## src/rtl/banked_memory_pkg.sv

```systemverilog
// Shared types and helpers for the banked CPU memory.
package banked_memory_pkg;

   localparam int WAIT_CNT_W      = 4;
   localparam int WAIT_STATES_MAX = 15;

   typedef enum logic [2:0] {
      ST_CLEAR = 3'd0,
      ST_LOAD  = 3'd1,
      ST_IDLE  = 3'd2,
      ST_WAIT  = 3'd3,
      ST_RESP  = 3'd4
   } state_t;

   // The address MSB picks the bank: 0 = RAM, 1 = ROM.
   function automatic logic is_rom_bank(input logic addr_msb);
      return addr_msb;
   endfunction

endpackage

```

## src/rtl/banked_memory_bank.sv

```systemverilog
// Single-port storage array: synchronous write, combinational read, no reset.
module banked_memory_bank #(
   parameter int DATA_W = 8,
   parameter int AW     = 7
) (
   input  logic              clk,
   input  logic              i_we,
   input  logic [AW-1:0]     i_addr,
   input  logic [DATA_W-1:0] i_wdata,
   output logic [DATA_W-1:0] o_rdata
);
   localparam int DEPTH = 2**AW;

   logic [DATA_W-1:0] r_mem [DEPTH];

   // Write port; contents deliberately survive reset.
   always_ff @(posedge clk) begin
      if (i_we) begin
         r_mem[i_addr] <= i_wdata;
      end
   end

   assign o_rdata = r_mem[i_addr];

endmodule

```

## src/rtl/banked_memory.sv

```systemverilog
// Banked CPU memory: RAM (addr MSB=0) with post-reset clear, write-protected
// ROM (addr MSB=1) filled by a streaming boot-load port, and a req/ack CPU
// port with programmable wait states.
//
// state | meaning
// CLEAR | zeroing RAM, one word per cycle; CPU port ignored
// LOAD  | accepting boot-load words into ROM
// IDLE  | waiting for a CPU request
// WAIT  | counting wait states after acceptance
// RESP  | one-cycle ack (and fault on ROM write)
module banked_memory
   import banked_memory_pkg::*;
#(
   parameter int DATA_W      = 8,
   parameter int ADDR_W      = 8,
   parameter int WAIT_STATES = 0
) (
   input  logic              clk,
   input  logic              rst_n,
   input  logic              boot_load,
   input  logic              cpu_req,
   input  logic              cpu_we,
   input  logic [ADDR_W-1:0] cpu_addr,
   input  logic [DATA_W-1:0] cpu_wdata,
   output logic [DATA_W-1:0] cpu_rdata,
   output logic              cpu_ack,
   output logic              cpu_fault,
   input  logic              load_valid,
   input  logic [DATA_W-1:0] load_data,
   input  logic              load_last,
   output logic              load_ready,
   output logic              busy
);
   localparam int BANK_AW = ADDR_W - 1;
   localparam logic [WAIT_CNT_W-1:0] WS = WAIT_STATES[WAIT_CNT_W-1:0];

   state_t r_state;
   state_t w_next;

   logic [BANK_AW-1:0]    r_ptr;
   logic [WAIT_CNT_W-1:0] r_wait_cnt;
   logic [DATA_W-1:0]     r_rdata;
   logic                  r_fault;

   logic                  w_accept;
   logic                  w_rom_sel;
   logic                  w_ptr_last;
   logic                  w_load_hs;
   logic                  w_load_done;
   logic [BANK_AW-1:0]    w_cpu_addr;

   logic                  w_ram_we;
   logic [BANK_AW-1:0]    w_ram_addr;
   logic [DATA_W-1:0]     w_ram_wdata;
   logic [DATA_W-1:0]     w_ram_rdata;
   logic [BANK_AW-1:0]    w_rom_addr;
   logic [DATA_W-1:0]     w_rom_rdata;

   assign w_cpu_addr  = cpu_addr[BANK_AW-1:0];
   assign w_rom_sel   = is_rom_bank(cpu_addr[ADDR_W-1]);
   assign w_accept    = (r_state == ST_IDLE) && cpu_req;
   assign w_ptr_last  = &r_ptr;
   assign w_load_hs   = (r_state == ST_LOAD) && load_valid;
   assign w_load_done = w_load_hs && (load_last || w_ptr_last);

   // RAM is driven by the clear pointer during CLEAR, otherwise by the CPU.
   assign w_ram_we    = (r_state == ST_CLEAR) || (w_accept && cpu_we && !w_rom_sel);
   assign w_ram_addr  = (r_state == ST_CLEAR) ? r_ptr : w_cpu_addr;
   assign w_ram_wdata = (r_state == ST_CLEAR) ? '0 : cpu_wdata;

   // ROM only accepts writes from the load port; CPU writes just raise a fault.
   assign w_rom_addr  = (r_state == ST_LOAD) ? r_ptr : w_cpu_addr;

   banked_memory_bank #(.DATA_W(DATA_W), .AW(BANK_AW)) u_ram (
      .clk     (clk),
      .i_we    (w_ram_we),
      .i_addr  (w_ram_addr),
      .i_wdata (w_ram_wdata),
      .o_rdata (w_ram_rdata)
   );

   banked_memory_bank #(.DATA_W(DATA_W), .AW(BANK_AW)) u_rom (
      .clk     (clk),
      .i_we    (w_load_hs),
      .i_addr  (w_rom_addr),
      .i_wdata (load_data),
      .o_rdata (w_rom_rdata)
   );

   // State register.
   always_ff @(posedge clk or negedge rst_n) begin
      if (!rst_n) begin
         r_state <= ST_CLEAR;
      end else begin
         r_state <= w_next;
      end
   end

   // Shared clear/load pointer; CLEAR ends wrapped to 0, ready for LOAD.
   always_ff @(posedge clk or negedge rst_n) begin
      if (!rst_n) begin
         r_ptr <= '0;
      end else if (w_load_done) begin
         r_ptr <= '0;
      end else if ((r_state == ST_CLEAR) || w_load_hs) begin
         r_ptr <= r_ptr + BANK_AW'(1);
      end
   end

   // Wait-state down-counter, loaded on acceptance, terminal count at zero.
   always_ff @(posedge clk or negedge rst_n) begin
      if (!rst_n) begin
         r_wait_cnt <= '0;
      end else if (w_accept) begin
         r_wait_cnt <= WS - WAIT_CNT_W'(1);
      end else if ((r_state == ST_WAIT) && (r_wait_cnt != '0)) begin
         r_wait_cnt <= r_wait_cnt - WAIT_CNT_W'(1);
      end
   end

   // Read data and fault flag are captured on the acceptance edge.
   always_ff @(posedge clk or negedge rst_n) begin
      if (!rst_n) begin
         r_rdata <= '0;
         r_fault <= 1'b0;
      end else if (w_accept) begin
         r_fault <= cpu_we && w_rom_sel;
         if (!cpu_we) begin
            r_rdata <= w_rom_sel ? w_rom_rdata : w_ram_rdata;
         end
      end
   end

   // Next-state and state-decoded outputs.
   always_comb begin
      w_next     = r_state;
      cpu_ack    = 1'b0;
      cpu_fault  = 1'b0;
      load_ready = 1'b0;
      busy       = 1'b0;
      case (r_state)
         ST_CLEAR: begin
            busy = 1'b1;
            if (w_ptr_last) begin
               w_next = boot_load ? ST_LOAD : ST_IDLE;
            end
         end
         ST_LOAD: begin
            busy       = 1'b1;
            load_ready = 1'b1;
            if (w_load_done) begin
               w_next = ST_IDLE;
            end
         end
         ST_IDLE: begin
            if (cpu_req) begin
               w_next = (WS != '0) ? ST_WAIT : ST_RESP;
            end
         end
         ST_WAIT: begin
            if (r_wait_cnt == '0) begin
               w_next = ST_RESP;
            end
         end
         ST_RESP: begin
            cpu_ack   = 1'b1;
            cpu_fault = r_fault;
            w_next    = ST_IDLE;
         end
         default: w_next = ST_CLEAR;
      endcase
   end

   assign cpu_rdata = r_rdata;

endmodule

```

## config.mk

```make
export PLATFORM = sky130hd
export DESIGN_NAME = banked_memory
export DESIGN_NICKNAME = d
export VERILOG_FILES = /design/src/rtl/banked_memory_pkg.sv /design/src/rtl/banked_memory_bank.sv /design/src/rtl/banked_memory.sv
export SDC_FILE = /design/constraint.sdc
export NUM_CORES = 2
export LEC_CHECK = 0
export BUFFER_PORTS_ARGS = -buffer_cell sky130_fd_sc_hd__buf_2
export CORE_UTILIZATION = 40
export CTS_CLUSTER_SIZE = 24
export DETAILED_ROUTE_END_ITERATION = 8
export PLACE_DENSITY = 0.57
export SYNTH_ARGS = -nofsm -noshare
export SYNTH_HDL_FRONTEND = slang
export SYNTH_SLANG_ARGS = --single-unit
```

## constraint.sdc

```tcl
create_clock -name clk -period 4.8 [get_ports clk]
set_clock_uncertainty 0.2 [all_clocks]
set_input_delay 0 -clock clk [delete_from_list [all_inputs] [get_ports clk]]
set_output_delay 0 -clock clk [all_outputs]
set_load 0.02 [all_outputs]
```

-- Word-level counts from Yosys, hierarchy flattened
Memories as Yosys holds them, arrays and structs flattened.
Cells that the tools add are included.
- flip-flop bits (word level): 23
- memory bits (writable): 2048
- input bits: 31
- output and inout port bits: 12
- logic and storage cells: 60
- memories: 2
- memory list (memory ; words ; bits a word ; rd ports ; clocked after memory_dff ; write ports ; RTL line ; source):
    u_ram.r_mem ; 128 ; 8 ; 1 ; 0 ; 1 ; banked_memory_bank.sv:14 ; logic [DATA_W-1:0] r_mem [DEPTH];
    u_rom.r_mem ; 128 ; 8 ; 1 ; 0 ; 1 ; banked_memory_bank.sv:14 ;
- $add $sub $neg: 2
- eq/ne operators: 8
- multiplexer cells: 22
- bitwise gates (word level): 1
- reduce and logical (&&, ||, !) cells: 20
- operators by type and width (kind ; count):
    $mux 7 ; 4
    $mux 8 ; 2
    $pmux 3 s5 ; 1
    $mux 3 ; 4
    $mux 1 ; 8
    $mux 4 ; 2
    $add 7x1->7 const B ; 1
    $logic_and 1x1->1 ; 7
    $reduce_and 7->1 ; 1
    $eq 3x2->1 const B ; 2
    $ne 2x2->1 const B ; 3
    $logic_not 4->1 ; 1
    $reduce_and 4->1 ; 1
    $reduce_bool 2->1 ; 2
    $reduce_bool 4->1 ; 1
    $sub 4x1->4 const B ; 1
    $eq 3x1->1 const B ; 1
    $eq 3x3->1 const B ; 1
    $logic_not 3->1 ; 1
    $logic_or 1x1->1 ; 3
    $mux 2 ; 1
    $ne 2x1->1 const B ; 1
    $reduce_and 2->1 ; 1
    $reduce_or 2->1 ; 1
    2 further kinds ; 2

-- Longest topological paths before layout
- word-level depth: 7
- depth in mapped cells: 14
- mapped depth without buffers: 9

-- By module
From an unflattened synthesis, not the netlist that was laid out.
- cell total of the unflattened synthesis: 5075
- area, all modules: 82054.9 µm²
- by module, submodules not included (module ; times used ; cells an instance ; area each (µm²) ; sequential area each (µm²)):
    banked_memory_bank ; 2 ; 2467 ; 40273.6 ; 30749.5
    banked_memory ; 1 ; 141 ; 1507.7 ; 575.6

-- Worst setup path after synthesis
Ideal clock, no wire load.
- path kind: flip-flop to flip-flop
- start: reg r_state[0]
- end: mem u_ram.r_mem[0][0] (data pin)
- setup time: 0.535 ns
- arrival: 2.673 ns
- required time: 4.065 ns
- setup slack: 1.391 ns
- stages on the path, launching flop included: 6
- path buffers: 3
- period minus slack after synthesis: 3.409 ns
- cell sequence: dfrtp_1 -> or3_1 -> clkbuf_1 -> buf_4 -> buf_2 -> and2_1
- longest elaborated chain between the ends: 2
- ends and longest elaborated chain (item ; RTL line ; source):
    from (decl) ; banked_memory.sv:37 ; state_t r_state;
    from (signal assigned) ; banked_memory.sv:95 ; r_state <= w_next;
    $logic_not 3->1 ; banked_memory.sv:69 ; assign w_ram_wdata = (r_state == ST_CLEAR) ? '0 : cpu_wdata;
    $mux 8 ; banked_memory.sv:69 ;
    named net u_ram.i_wdata[0] ; banked_memory_bank.sv:9 ; input logic [DATA_W-1:0] i_wdata,
    to (decl) ; banked_memory_bank.sv:14 ;
The timed path passes the listed nets, and every way through them passes these cells.

-- Worst setup path in the final report
- start: reg r_state[2]
- end: reg r_rdata[3] (netlist: cpu_rdata[3])
- longest elaborated chain between the ends: 4
- elaborated cells on any way between the ends: 10
- those cells by class: eq/ne (2); mux (3); reduce/logical (3); memory (2)
- ends and longest elaborated chain (item ; RTL line ; source):
    $eq 3x1->1 or $logic_not 3->1 (tied branches) ; banked_memory.sv:72, banked_memory.sv:68 ;
    $mux 7, on equally long branches ; banked_memory.sv:72, banked_memory.sv:68 ;
    $mem_v2 128x8 ; n/a ;
    $mux 8 ; banked_memory.sv:129 ; r_rdata <= w_rom_sel ? w_rom_rdata : w_ram_rdata;
    to (signal assigned) ; banked_memory.sv:129 ;
    to (decl) ; banked_memory.sv:42 ; logic [DATA_W-1:0] r_rdata;
Several ways; a longest one is shown, not always the timed one.
A chain may end at the register's enable or synchronous reset.

==> flow_summary.json <==
{
  "min_period_ns": 4.754,
  "timing.rr.start": "r_state[2]",
  "syn-instance-count": 4367,
  "hold_violations": 0,
  "antenna_found_initial": 3,
  "critical_path_class": "reg -> reg",
  "grt_max_degree": 92,
  "drt_iter0_markers": 4861,
  "cts.path.max_buffers": 3,
  "io_buffers": 42,
  "coreArea_um2": 192600,
  "drive_gt1_frac": 0.1535,
  "r2r_cells": 14,
  "cp-start-kind": "register",
  "rsz0062_at_grt": "no",
  "syn-num-nets": 4400,
  "layout_common_cells": "edfxtp_1 (2048), a22oi_1 (529), buf_4 (353), nor2_1 (274), clkbuf_16 (198)",
  "yosys.area.top_type": "edfxtp_1",
  "maxSlewHeadroom": 0.1687,
  "p_leak_nw": 28.06,
  "route.detailed.drc": 0,
  "fin_setup_tns_ns": 0,
  "cpLargestDelayFamily": "compound AO/OA/AOI/OAI gates",
  "cts_num_sinks": 2071,
  "rrSetupSlack_ns": 0.05,
  "yosys_most_used_dff": "edfxtp_1",
  "cts-root-buf": "clkbuf_16",
  "grt_overflow": 0,
  "synth_seq_cells": 2071,
  "num_rows": 161,
  "cts_resized": 0,
  "dr_total_vias": 44250,
  "setup_viol": 0,
  "synth.top_cell.area_share": 0.7933,
  "syn_area_per_cell_um2": 17.75,
  "crit_chain": "buf_4 -> nor3b_4 -> buf_12 -> mux2i_4 -> buf_12 -> buf_4 -> a22o_1 -> a221oi_1 -> a31oi_1 -> o41ai_1 -> nand2_1 -> a2111oi_1 -> buf_4 -> nor3_1",
  "first_global_vias": 43370,
  "die_area_um2": 195600,
  "slew_violations": 0,
  "path_buf_inv": 5,
  "tightest_slew_ns": 1.239,
  "h-tree-depth": 4,
  "die_height_um": 442.2,
  "r2r_end": "cpu_rdata[3]",
  "synth_edf_count": 2048,
  "period_share": 0.9904,
  "dr.pass1.iters": 6,
  "power_density_nw_per_um2": 540.5,
  "cp.arrival_ns": 5.22,
  "cp_common_cell": "buf_4",
  "critPathMaxStageDelay_ns": 1.03,
  "yosys_warnings": 0,
  "area_growth_pct": 15.99,
  "fp.dieW_um": 442.2,
  "num-fill-cells": 16230,
  "fin_nets": 4768,
  "cts_inserted_buffers": 194,
  "fmax_mhz": 210.3,
  "hold_path_class": "in -> reg",
  "ios": 43,
  "critPathCaptureType": "register",
  "crit_path_max_fanout": 27,
  "grt_usage": 0.2170,
  "stdcell_area_um2": 89920,
  "hpwl_mm": 135.3,
  "vias_per_cell": 5.959,
  "clk_latency_ns": 0.82,
  "ant_nets": 0,
  "min-delay-start": "cpu_req",
  "clk_pin_slew_worst_paths_ns": 0.06,
  "routed_wirelength_mm": 216.6,
  "status": "completed",
  "hold_end": "r_wait_cnt[0]",
  "cts_tree": "built",
  "synth-seq-area-share": 0.8007,
  "crit_slowest_cell": "o41ai_1",
  "required_ns": 5.27,
  "vdd_drop_max_mv": 0.3953,
  "placed_area_um2": 83210,
  "gp_congestion": 0.8369,
  "layout_commonest_cell": "edfxtp_1",
  "synth-async-reset-ratio": 0.01111,
  "min_delay_path_depth": 5,
  "wire_per_inst_um": 29.17,
  "netlist_area_um2": 77520,
  "synthTopCellsByArea": "edfxtp_1 (79%), a22oi_1 (5.1%), mux2i_1 (2.5%)",
  "initial_core_util": 0.4026,
  "synth.distinct_cells": 58,
  "grt_pass1_wl_mm": 312.2,
  "drv_cap": 0
}
## cell families (layout without fill, tap and decap cells)
group | count (synthesis) | after routing | share of synthesized area
fa+ha+maj | 2 | 2 | 0.0003227
xor+xnor | 7 | 7 | 0.0007908
simple gates | 487 | 487 | 0.02724
buf+inv | 289 | 821 | 0.01656
other cells | 0 | 1 | 0
flops | 2071 | 2071 | 0.8007
mux | 210 | 210 | 0.02749
compound gates | 1301 | 1301 | 0.1269
## synth_stat cells, drive strengths merged, types with 8 or more instances
cell type	number
a41oi	65
o221ai	19
a21oi	29
nand4	16
dfrtp	23
nand2b	8
and2	12
nand3	13
a31oi	133
nor3	8
nor2b	19
clkbuf	115
nor2	274
buf	171
o21ai	80
mux2i	202
o41ai	41
a221oi	140
a22oi	529
nand2	108
a22o	138
a222oi	22
mux2	8
nand3b	8
edfxtp	2048
o22ai	70
## area by class of cell
type                            count  area [um^2]  share of cell area
Antenna cell                        1        2.502          0.00002783
Clock buffer                      237         5101             0.05673
Clock inverter                    123         1205             0.01340
Inverter                            3        11.26           0.0001252
Multi-Input combinational cell   2007        14500              0.1613
Sequential cell                  2071        62070              0.6903
Tap cell                         2526         3161             0.03515
Timing Repair Buffer              458         3861             0.04294
## report_power, final
part           switching [mW]  total [mW]  internal (mW)
registers               0.161        21.3           21.1
clock network            6.63        15.4           8.78
logic                    8.23        11.9           3.69
total                    15.0        48.6           33.6
## flip-flops by register name, summed over array words and instances, names as in the netlist
register     cells
cpu_rdata        8
r_fault          1
r_ptr            7
r_state          3
r_wait_cnt       4
u_ram.r_mem   1024
u_rom.r_mem   1024
## worst min-delay path: stages
cell and delay [ns]:
dlygate4sd3_1 0.52, buf_2 0.17, nand3b_1 0.09, buf_4 0.18
nand2_1 0.06
## routing by layer
layer / global-route usage / wire, um / vias up
met5: 0 / 0 / -
met4: 0.07347 / 7237 / 0
li1: - / - / 19030
met3: 0.03430 / 15400 / 355
met2: 0.3488 / 103800 / 1947
met1: 0.3011 / 90160 / 22920
## per-stage QoR
step	hold WS [ns]	cells	power, mW	utilization	worst slack, ns
2_1_floorplan	-0.4956	4367	27.86	-	1.391
3_3_place_gp	-0.1468	7026	33.41	0.4321	0.06301
3_5_place_dp	-0.1615	7026	33.50	0.4321	0.1688
4_1_cts	0.01346	7425	48.78	0.4669	0.1332
5_1_grt	0.04880	7426	50.04	0.4669	0.006399
6_report	0.05148	7426	48.60	0.4669	0.04586
## worst max path at each step
stage	from	end	cells after the start	slack, ns
after floorplan	r_state[0]	u_ram.r_mem[0][0]	5	1.39
after CTS	r_state[2]	cpu_rdata[3]	14	0.13
after global placement	r_state[2]	cpu_rdata[3]	14	0.06
final	r_state[2]	cpu_rdata[3]	14	0.05
after global routing	r_state[2]	cpu_rdata[3]	12	0.006
after detailed placement	r_state[2]	cpu_rdata[3]	14	0.17
## repair_timing
item                                   in CTS  in global routing
hold buffers                               39                  0
setup buffers                               0                  0
endpoints found under the hold margin    1435                  0
(Power assumes the default switching activity.)
